--- src/rtl/shift_seq_unit_if.sv ---
// Operand/result handshake bundle for shift_seq_unit.
// master = producer/consumer side, slave = the shift unit.
interface shift_seq_unit_if #(
   parameter int unsigned WIDTH = 16,
   parameter int unsigned AMT_W = 4
);
   logic             in_valid;
   logic             in_ready;
   logic [WIDTH-1:0] in;
   logic [1:0]       shift;
   logic [AMT_W-1:0] amt;
   logic             out_valid;
   logic             out_ready;
   logic [WIDTH-1:0] out;

   modport master (
      output in_valid, in, shift, amt, out_ready,
      input  in_ready, out_valid, out
   );

   modport slave (
      input  in_valid, in, shift, amt, out_ready,
      output in_ready, out_valid, out
   );
endinterface

--- src/rtl/shift_seq_unit.sv ---
// Iterative shifter: one bit position per clock for LSL/LSR/ASR (opcodes 01/10/11).
// Optional macro SHIFT_SEQ_ROR_EN turns opcode 00 from pass-through into rotate-right.
module shift_seq_unit #(
   parameter int unsigned WIDTH = 16,
   parameter int unsigned AMT_W = 4
) (
   input  logic             clk,
   input  logic             reset_n,
   shift_seq_unit_if.slave  bus,
   output logic             busy
);

   typedef enum logic [1:0] {
      IDLE  = 2'd0,
      SHIFT = 2'd1,
      DONE  = 2'd2
   } state_t;

   state_t           state_q, state_d;
   logic [WIDTH-1:0] data_q, data_d;
   logic [1:0]       op_q, op_d;
   logic [AMT_W-1:0] cnt_q, cnt_d;
   logic             pass_op;

   function automatic logic [WIDTH-1:0] step(input logic [WIDTH-1:0] d, input logic [1:0] op);
      logic [WIDTH-1:0] r;
      case (op)
         2'b01:   r = {d[WIDTH-2:0], 1'b0};
         2'b10:   r = {1'b0, d[WIDTH-1:1]};
         2'b11:   r = {d[WIDTH-1], d[WIDTH-1:1]};
`ifdef SHIFT_SEQ_ROR_EN
         default: r = {d[0], d[WIDTH-1:1]};
`else
         default: r = d;
`endif
      endcase
      return r;
   endfunction

`ifdef SHIFT_SEQ_ROR_EN
   assign pass_op = 1'b0;
`else
   assign pass_op = (bus.shift == 2'b00);
`endif

   always_ff @(posedge clk or negedge reset_n) begin
      if (!reset_n) begin
         state_q <= IDLE;
         data_q  <= '0;
         op_q    <= '0;
         cnt_q   <= '0;
      end else begin
         state_q <= state_d;
         data_q  <= data_d;
         op_q    <= op_d;
         cnt_q   <= cnt_d;
      end
   end

   always_comb begin
      state_d       = state_q;
      data_d        = data_q;
      op_d          = op_q;
      cnt_d         = cnt_q;
      bus.in_ready  = (state_q == IDLE);
      bus.out_valid = (state_q == DONE);
      bus.out       = data_q;
      busy          = (state_q != IDLE);

      case (state_q)
         IDLE: begin
            if (bus.in_valid) begin
               data_d = bus.in;
               op_d   = bus.shift;
               cnt_d  = bus.amt;
               if (bus.amt == '0 || pass_op) state_d = DONE;
               else                          state_d = SHIFT;
            end
         end
         SHIFT: begin
            data_d = step(data_q, op_q);
            if (cnt_q != '0) cnt_d = cnt_q - AMT_W'(1);
            // <=1 rather than ==1 so a zero count can never strand the FSM here
            if (cnt_q <= AMT_W'(1)) state_d = DONE;
         end
         DONE: begin
            if (bus.out_ready) state_d = IDLE;
         end
         default: state_d = IDLE;
      endcase
   end

endmodule

--- src/flat_wrapper.sv ---
// flat-port wrapper written by rule: the top's interface ports become plain ports
module shift_seq_unit_flat 
#(
   parameter int unsigned WIDTH = 16,
   parameter int unsigned AMT_W = 4
)
  (clk, reset_n, busy, bus_in_valid, bus_in, bus_shift, bus_amt, bus_out_ready, bus_in_ready, bus_out_valid, bus_out);
  shift_seq_unit_if #(.WIDTH(WIDTH), .AMT_W(AMT_W)) bus_i ();
  input  logic clk;
  input  logic reset_n;
  output logic busy;
  input wire logic [$bits(bus_i.in_valid)-1:0] bus_in_valid;
  input wire logic [$bits(bus_i.in)-1:0] bus_in;
  input wire logic [$bits(bus_i.shift)-1:0] bus_shift;
  input wire logic [$bits(bus_i.amt)-1:0] bus_amt;
  input wire logic [$bits(bus_i.out_ready)-1:0] bus_out_ready;
  output wire logic [$bits(bus_i.in_ready)-1:0] bus_in_ready;
  output wire logic [$bits(bus_i.out_valid)-1:0] bus_out_valid;
  output wire logic [$bits(bus_i.out)-1:0] bus_out;
  assign bus_i.in_valid = bus_in_valid;
  assign bus_i.in = bus_in;
  assign bus_i.shift = bus_shift;
  assign bus_i.amt = bus_amt;
  assign bus_i.out_ready = bus_out_ready;
  assign bus_in_ready = bus_i.in_ready;
  assign bus_out_valid = bus_i.out_valid;
  assign bus_out = bus_i.out;
  shift_seq_unit #(.WIDTH(WIDTH), .AMT_W(AMT_W)) u_core (.clk(clk), .reset_n(reset_n), .bus(bus_i), .busy(busy));
endmodule
--- config.mk ---
export PLATFORM = sky130hd
export DESIGN_NAME = shift_seq_unit_flat
export DESIGN_NICKNAME = d
export VERILOG_FILES = /design/src/rtl/shift_seq_unit_if.sv /design/src/rtl/shift_seq_unit.sv /design/src/flat_wrapper.sv
export SDC_FILE = /design/constraint.sdc
export NUM_CORES = 1
export LEC_CHECK = 0
export BUFFER_PORTS_ARGS = -buffer_cell sky130_fd_sc_hd__buf_4
export CORE_MARGIN = 4
export CORE_UTILIZATION = 30
export DETAILED_ROUTE_END_ITERATION = 7
export PLACE_DENSITY = 0.63
export SLEW_MARGIN = 20
export SYNTH_ARGS = -nofsm -noshare
export SYNTH_HDL_FRONTEND = slang
export SYNTH_SLANG_ARGS = --single-unit
--- constraint.sdc ---
create_clock -name clk -period 2.4 [get_ports clk]
set_clock_uncertainty 0.1 [all_clocks]
set_input_delay 0.48 -clock clk [delete_from_list [all_inputs] [get_ports clk]]
set_output_delay 0.48 -clock clk [all_outputs]
set_load 0.02 [all_outputs]
# Word level (Yosys, flattened, before mapping)
# Index checks and enable logic that the tools add are counted.
dict set report word_totals {
  elab_cells 42
  in_bits 26
  latchBits 0
  mem_count 0
  ramBits 0
  out_inout_bits 19
  register_bits 24
  rom_bits 0
}
dict set report op_classes {
  multipliers 0
  n_eq_ne 12
  n_mux 11
  magnitude_cmp 1
  n_shift 0
  reduce_logical 12
  bitwise_logic 0
  div_mod_pow 0
  n_addsub 1
}
# op count
set op_table {}
lappend op_table {{$pmux 16 s3} 1}
lappend op_table {{$pmux 16 s2} 1}
lappend op_table {{$mux 16} 1}
lappend op_table {{$reduce_and 3->1} 3}
lappend op_table {{$mux 2} 4}
lappend op_table {{$mux 4} 2}
lappend op_table {{$pmux 4 s2} 1}
lappend op_table {{$eq 2x2->1 const B} 3}
lappend op_table {{$ne 2x2->1 const B} 3}
lappend op_table {{$pmux 2 s3} 1}
lappend op_table {{$eq 2x1->1 const B} 2}
lappend op_table {{$le 4x1->1 const B} 1}
lappend op_table {{$logic_not 2->1} 2}
lappend op_table {{$logic_not 4->1} 1}
lappend op_table {{$ne 2x1->1 const B} 2}
lappend op_table {{$ne 4x4->1 const B} 1}
lappend op_table {{$reduce_and 4->1} 1}
lappend op_table {{$reduce_bool 2->1} 2}
lappend op_table {{$reduce_bool 4->1} 1}
lappend op_table {{$sub 4x1->4 const B} 1}
lappend op_table {{$ne 3x3->1 const B} 1}
lappend op_table {{$reduce_and 2->1} 1}
lappend op_table {{$logic_or 1x1->1} 1}

# Longest topological paths before layout
# Gate-level depths: netlist of run 1.
dict set report logic_depth {
  ltp_word 5
  depth_mapped 7
  mapped_depth_nobuf 6
}

# Least setup slack after synthesis of run 1
# OpenSTA, ideal clock, no wires.
dict set report synth_timing {
  kind {reg2reg}
  from {register u_core.op_q[0]}
  to {register u_core.data_q[10] (netlist: u_core.bus.out[10])}
  n_path_buf 1
  setup_time_ps 118
  t_arrival_ps 1493
  period_less_slack_ps 1711
  stages_incl_launch_ff 7
  slack_ps 689
  t_required_ps 2182
  cell_sequence {dfrtp_1 ha_1 nor2_4 buf_12 mux2i_1 a211oi_2 a21o_1}
}
dict set report synth_between {
  elab_chain_cells 3
  word_cells_on_any_way 7
  classes_between {eq/ne: 4; mux: 2; reduce/logical: 1}
}
# item line
set synth_lines {}
lappend synth_lines {{start, declared} shift_seq_unit.sv:21} ;# logic [1:0] op_q, op_d;
lappend synth_lines {{start signal, assigned} shift_seq_unit.sv:55} ;# op_q <= op_d;
lappend synth_lines {{$eq 2x2->1 / $eq 2x1->1 (equally long branches)} shift_seq_unit.sv:27} ;# case (op)
lappend synth_lines {{$pmux 16 s3 / $ne 4x4->1 (equally long branches)} -}
lappend synth_lines {{$pmux 16 s2 / $reduce_and 3->1 (equally long branches)} -}
lappend synth_lines {{end signal, assigned} shift_seq_unit.sv:54} ;# data_q <= data_d;
lappend synth_lines {{end, declared} shift_seq_unit.sv:20} ;# logic [WIDTH-1:0] data_q, data_d;
# Several ways; a longest one is shown, not always the timed one.
# A chain may end at the register's enable or synchronous reset.

# Worst setup path in the final report of run 1
# Same ends and word-level chain as after synthesis.

==> results.py, run 1 <==
metrics = {
    "clock_tree": {
        "h-tree-depth": 1,
        "cts.path.max_buffers": 2,
        "cts_tree": "done",
        "clkLatencyLatePin_ns": 0.28,
        "cts_buffers": 3,
        "root_buffer": "clkbuf_8",
        "cts.clk_slew.worst_paths_ns": 0.09,
        "postCtsSetupRepairBufs": 0,
        "cts.sinks": 24,
    },
    "critical_path": {
        "path_class": "flop to flop",
        "slowest_stage": "nor2_4",
        "slowest_delay_ns": 0.50,
        "crit_path_start_kind": "flop",
        "arrival_ns": 2.01,
        "worstPathRequired_ns": 2.48,
        "worst-path-max-fanout": 16,
        "end_kind": "flop",
        "crit_chain": "ha_1 > nor2_4 > mux2i_1 > a211oi_2 > a21o_1",
    },
    "synthesis": {
        "synth-seq-cells": 24,
        "synth-async-reset-ratio": 1.00,
        "syn_area_per_cell_um2": 10.4,
        "netlist_instances": 148,
        "synth_ff_type": "dfrtp_1",
        "synth_nets": 178,
        "synth_top_area_cell": "dfrtp_1",
        "synthTopCellsByCount": "24 x dfrtp_1, 18 x nor2_1, 15 x a21o_1, 15 x mux2i_1",
        "netlist_area_mm2": 0.00154,
        "synthTopCellsByArea": "dfrtp_1 39%, mux2i_1 9.8%, a21o_1 7.3%, a211oi_2 6.5%, nor2_1 4.4%",
        "seq_area_frac_synth": 0.390,
        "yosysWarnings": 0,
        "synth_top_area_frac": 0.390,
        "synth.distinct_cells": 32,
        "synth.most_common_cell": "dfrtp_1",
        "synth_edf_count": 0,
    },
    "floorplanning": {
        "die_area_mm2": 0.00634,
        "fp.dieH_um": 79.6,
        "io_pins": 45,
        "die_x_um": 79.6,
        "core_mm2": 0.00485,
        "rows": 25,
        "start_util": 0.317,
    },
    "routing": {
        "wire_per_inst_um": 13.7,
        "final_antenna_net_count": 0,
        "drc": 0,
        "vias": 1238,
        "drt_iter0_drc": 58,
        "drt-total-wl_um": 3530,
        "drt_first_pass_iters": 4,
        "viasPerCell": 4.82,
    },
    "timing": {
        "setup-violations-final": 0,
        "fin_crit_ns": 1.93,
        "period_share": 0.804,
        "fin_setup_tns_ns": 0,
        "final-hold-violation-count": 0,
        "worst_pin_slew_ns": 0.749,
        "max_freq_mhz": 519,
        "slew_viol_final": 0,
        "hold-worst-slack_ns": 0.357,
        "rsz0062_at_grt": "no",
        "slew_headroom": 0.499,
    },
    "placed_design": {
        "placed_cells": 252,
        "dp_hpwl_um": 2620,
        "place.gp.congestion": 0.701,
        "io_buffers": 44,
    },
    "power": {
        "peakVddDrop_uv": 529,
        "power.density_mw_per_mm2": 1550,
        "power_leakage_nw": 0.968,
    },
    "global_routing": {
        "grt_overflow": 0,
        "grt.total_usage": 0.113,
        "antenna_found_initial": 0,
        "grt_max_degree": 31,
        "grt_pass1_vias": 1233,
        "grt_pass1_wl_um": 5650,
    },
    "run_status": {
        "status": "completed",
    },
    "layout": {
        "area_delta_synth_final_pct": 26.9,
        "nets": 221,
        "fill_cells": 508,
        "layout.cells.non_filler": 257,
        "drive_gt1_frac": 0.342,
        "num_antenna_cells": 0,
    },
    "flow_run": {
        "maxCapViolCount": 0,
    },
    "worst_hold_path": {
        "hold_path_class": "primary input to flop",
    },
}
## layout make-up
| cell class | instances | area [µm²] | share of cell area |
|---|---|---|---|
| multi-input combinational | 111 | 827 | 0.423 |
| sequential | 24 | 601 | 0.307 |
| timing repair buffer | 47 | 355 | 0.182 |
| tap | 67 | 83.8 | 0.0429 |
| clock buffer | 3 | 41.3 | 0.0211 |
| clock inverter | 1 | 30.0 | 0.0154 |
| inverter | 4 | 15.0 | 0.00769 |
## cells in the final DEF (no fill, tap or decap), drive strengths merged, types with 2 or more instances in the layout
cell type,count
nand3,2
mux2,2
o21bai,2
nor2,19
ha,4
dfrtp,24
mux2i,15
buf,46
o31ai,2
inv,4
o21ai,9
a21oi,6
nand2,6
clkbuf,3
a211oi,15
a21o,15
nor2b,4
nand2b,3
## registers in the layout, indices dropped and copies added, names as in the netlist
| register | flops |
|---|---|
| u_core.bus.out | 16 |
| u_core.cnt_q | 4 |
| u_core.op_q | 2 |
| u_core.state_q | 2 |
## through the flow
stage,area (µm²),utilization,worst slack (ns),power (W)
after floorplan,1540,-,0.689,0.00233
after global placement,1870,0.386,0.503,0.00267
after detailed placement,1870,0.386,0.454,0.00271
after CTS,1950,0.403,0.455,0.00308
after global routing,1950,0.403,0.319,0.00330
final,1950,0.403,0.472,0.00304
## what timing repair did
item                                   4_1_cts  5_1_grt
endpoints found under the hold margin       12        0
resized for setup                            0        0
hold buffers                                 1        0
## worst max-delay path: cells and delay by family, from the launching register on
family | cells | cell delay (ns)
mux | 1 | 0.28
fa+ha+maj | 1 | 0.28
compound gates | 2 | 0.27
flops | 1 | 0.40
simple gates | 1 | 0.50
## metal layers
metal  vias to the layer above  routed length (µm)  track usage
li1                        617                   -            -
met1                       587                1630        0.147
met2                        25                1670        0.179
met3                         9                 119       0.0181
met4                         0                 106       0.0601
met5                         -                   0            0
## path summary, 6_finish.rpt
check | from | endpoint | slack [ns] | cells after the start
max | u_core.op_q[0] | u_core.bus.out[10] | 0.47 | 5
min | bus_shift[0] | u_core.op_q[0] | 0.36 | 2
max reg2reg | u_core.op_q[0] | u_core.bus.out[10] | 0.47 | 5
min reg2reg | u_core.cnt_q[0] | u_core.cnt_q[0] | 0.42 | 1
max in group asynchronous | reset_n | u_core.cnt_q[3] | 1.41 | 2
min in group asynchronous | reset_n | u_core.bus.out[9] | 0.53 | 2
## power breakdown
part	internal (W)	switching (W)	total (W)	leakage (nW)
Combinational	0.000825	0.000996	0.00182	0.642
Clock	0.000223	0.000142	0.000365	0.0357
Sequential	0.000617	0.000233	0.000850	0.290
Total	0.00167	0.00137	0.00304	0.968
## cell families (layout without fill, tap and decap cells)
group                    after synthesis  in the layout  synth area share
AND/OR/NAND/NOR                       37             37             0.114
AO/OA/AOI/OAI                         53             53             0.279
buffers and inverters                 13             55            0.0723
multiplexers                          17             17             0.112
flip-flops                            24             24             0.390
adder cells (fa/ha/maj)                4              4            0.0325
Note: power is estimated with default switching activity, not from simulation.
==> inputs of run 2 (changes only) <==
--- a/config.mk
+++ b/config.mk
@@ -9,7 +9,7 @@
 export CORE_MARGIN = 4
 export CORE_UTILIZATION = 30
 export DETAILED_ROUTE_END_ITERATION = 7
-export PLACE_DENSITY = 0.63
+export PLACE_DENSITY = 0.65
 export SLEW_MARGIN = 20
 export SYNTH_ARGS = -nofsm -noshare
 export SYNTH_HDL_FRONTEND = slang
==> constraint.sdc (replaced) <==
create_clock -name clk -period 1.56 [get_ports clk]
set_clock_uncertainty 0.1 [all_clocks]
set_input_delay 0.312 -clock clk [delete_from_list [all_inputs] [get_ports clk]]
set_output_delay 0.312 -clock clk [all_outputs]
set_load 0.02 [all_outputs]
==> run 2 against run 1 <==
  * The flow now finishes with violations (negative setup slack)
  * Combinational power rose by 110%
  * Hold slack got worse by 0.17 ns
  * Maximum frequency is 18% higher
  * Total power increased by 83%
  * Global-route usage increased by 0.66 points
  * Critical path type unchanged
  * Critical endpoint is now u_core.bus.out[13]
  * Largest power group unchanged
==> results.py, run 2 (same netlist as run 1, synthesis figures left out) <==
metrics = {
    "global_routing": {
        "grt_pass1_wl_um": 6180,
        "grt_overflow": 0,
        "antenna_found_initial": 0,
        "grt.total_usage": 0.120,
        "grt_pass1_vias": 1304,
        "grt_max_degree": 29,
    },
    "routing": {
        "drt_iter0_drc": 58,
        "wire_per_inst_um": 13.5,
        "drc": 0,
        "vias": 1287,
        "drt-total-wl_um": 3680,
        "viasPerCell": 4.73,
        "final_antenna_net_count": 0,
        "drt_first_pass_iters": 4,
    },
    "timing": {
        "setup_ws_ns": -0.0683,
        "final-hold-violation-count": 0,
        "max_freq_mhz": 614,
        "fin_crit_ns": 1.63,
        "slew_headroom": 0.750,
        "setup-violations-final": 14,
        "worst_pin_slew_ns": 0.372,
        "slew_viol_final": 0,
        "rsz0062_at_grt": "yes",
        "period_share": 1.04,
        "hold-worst-slack_ns": 0.187,
        "fin_setup_tns_ns": -0.572,
    },
    "layout": {
        "layout.cells.non_filler": 272,
        "fill_cells": 478,
        "utilization": 0.456,
        "drive_gt1_frac": 0.420,
        "nets": 236,
        "final_cell_mix": "49 x buf_4, 24 x dfrtp_1, 17 x nor2_1",
        "multi_input_area_um2": 865,
        "final_common_cell": "buf_4",
        "largest_register_ffs": 16,
        "seq_area_um2": 601,
        "area_delta_synth_final_pct": 43.7,
        "num_antenna_cells": 0,
    },
    "power": {
        "power.density_mw_per_mm2": 2510,
        "power_leakage_nw": 1.09,
        "peakVddDrop_uv": 898,
    },
    "placed_design": {
        "placed_cells": 260,
        "io_buffers": 44,
        "place.gp.congestion": 0.744,
        "dp_hpwl_um": 2590,
        "dp_slack_ns": -0.0294,
    },
    "floorplanning": {
        "rows": 25,
        "io_pins": 45,
        "fp.dieH_um": 79.6,
        "die_x_um": 79.6,
        "core_mm2": 0.00485,
        "start_util": 0.317,
        "die_area_mm2": 0.00634,
    },
    "clock_tree": {
        "cts_buffers": 3,
        "cts_tree": "done",
        "cts.path.max_buffers": 2,
        "h-tree-depth": 1,
        "clkLatencyLatePin_ns": 0.26,
        "cts.sinks": 24,
        "root_buffer": "clkbuf_8",
        "cts.clk_slew.worst_paths_ns": 0.08,
    },
    "run_status": {
        "status": "finished, violations left",
        "violations": "negative setup slack",
    },
    "critical_path": {
        "worstPathRequired_ns": 1.62,
        "end_kind": "flop",
        "crit_path_start_kind": "flop",
        "path_class": "flop to flop",
        "arrival_ns": 1.69,
        "slowest_delay_ns": 0.43,
        "crit_chain": "ha_2 > nor2_4 > buf_12 > mux2i_1 > a211oi_2 > a21o_1",
        "worst-path-max-fanout": 10,
        "slowest_stage": "dfrtp_1",
    },
    "worst_hold_path": {
        "hold_path_class": "primary input to flop",
    },
    "flow_run": {
        "maxCapViolCount": 0,
    },
}
[run 2: timing repair]
| item | in CTS | in global routing |
|---|---|---|
| pin swaps | 0 | 2 |
| gates resized for setup | 3 | 12 |
| buffers inserted | 2 | 2 |
| hold buffers | 1 | 0 |
| endpoints found under the setup margin | 18 | 19 |
| cloned | 1 | 2 |
| hold endpoints to repair | 24 | 0 |
[run 2: per-stage QoR]
| step | power (W) | cell area (µm²) |
|---|---|---|
| 2_1_floorplan | 0.00360 | 1540 |
| 3_3_place_gp | 0.00446 | 1970 |
| 3_5_place_dp | 0.00450 | 1970 |
| 4_1_cts | 0.00519 | 2100 |
| 5_1_grt | 0.00598 | 2210 |
| 6_report | 0.00555 | 2210 |
[run 2: final cells by class]
cell class                 count  area share
clock buffer                   4      0.0249
timing repair buffer          62       0.268
inverter                       4     0.00679
tap                           67      0.0379
multi-input combinational    111       0.391
sequential                    24       0.272
[run 2: final timing paths]
check,startpoint,end,slack (ns),cells past startpoint
setup / recovery,u_core.op_q[1],u_core.bus.out[13],-0.07,6
hold / removal,bus_shift[0],u_core.op_q[0],0.19,2
setup reg to reg,u_core.op_q[1],u_core.bus.out[13],-0.07,6
hold reg to reg,u_core.bus.out[0],u_core.bus.out[0],0.45,2
max in group asynchronous,reset_n,u_core.bus.out[7],0.74,2
min in group asynchronous,reset_n,u_core.state_q[1],0.38,2
[run 2: metal layers]
layer | global-route usage | vias to the layer above | part of all wire
met5 | 0 | - | 0
met4 | 0.0309 | 0 | 0.0073
met3 | 0.0237 | 2 | 0.031
met2 | 0.196 | 24 | 0.49
met1 | 0.161 | 609 | 0.47
li1 | - | 652 | -
[run 2: where the power goes]
| part | internal, W | total [W] | switching, W |
|---|---|---|---|
| combinational | 0.00203 | 0.00387 | 0.00184 |
| sequential | 0.000951 | 0.00127 | 0.000318 |
| clock | 0.000225 | 0.000414 | 0.000189 |
[run 2: worst max-delay path, delay by kind of cell (launching register included)]
kind,cells,cell delay (ns)
DFF,1,0.43
and+or+nand+nor,1,0.15
adders and majority gates,1,0.21
buffers and inverters,1,0.16
AOI/OAI and AO/OA,2,0.24
muxes,1,0.23
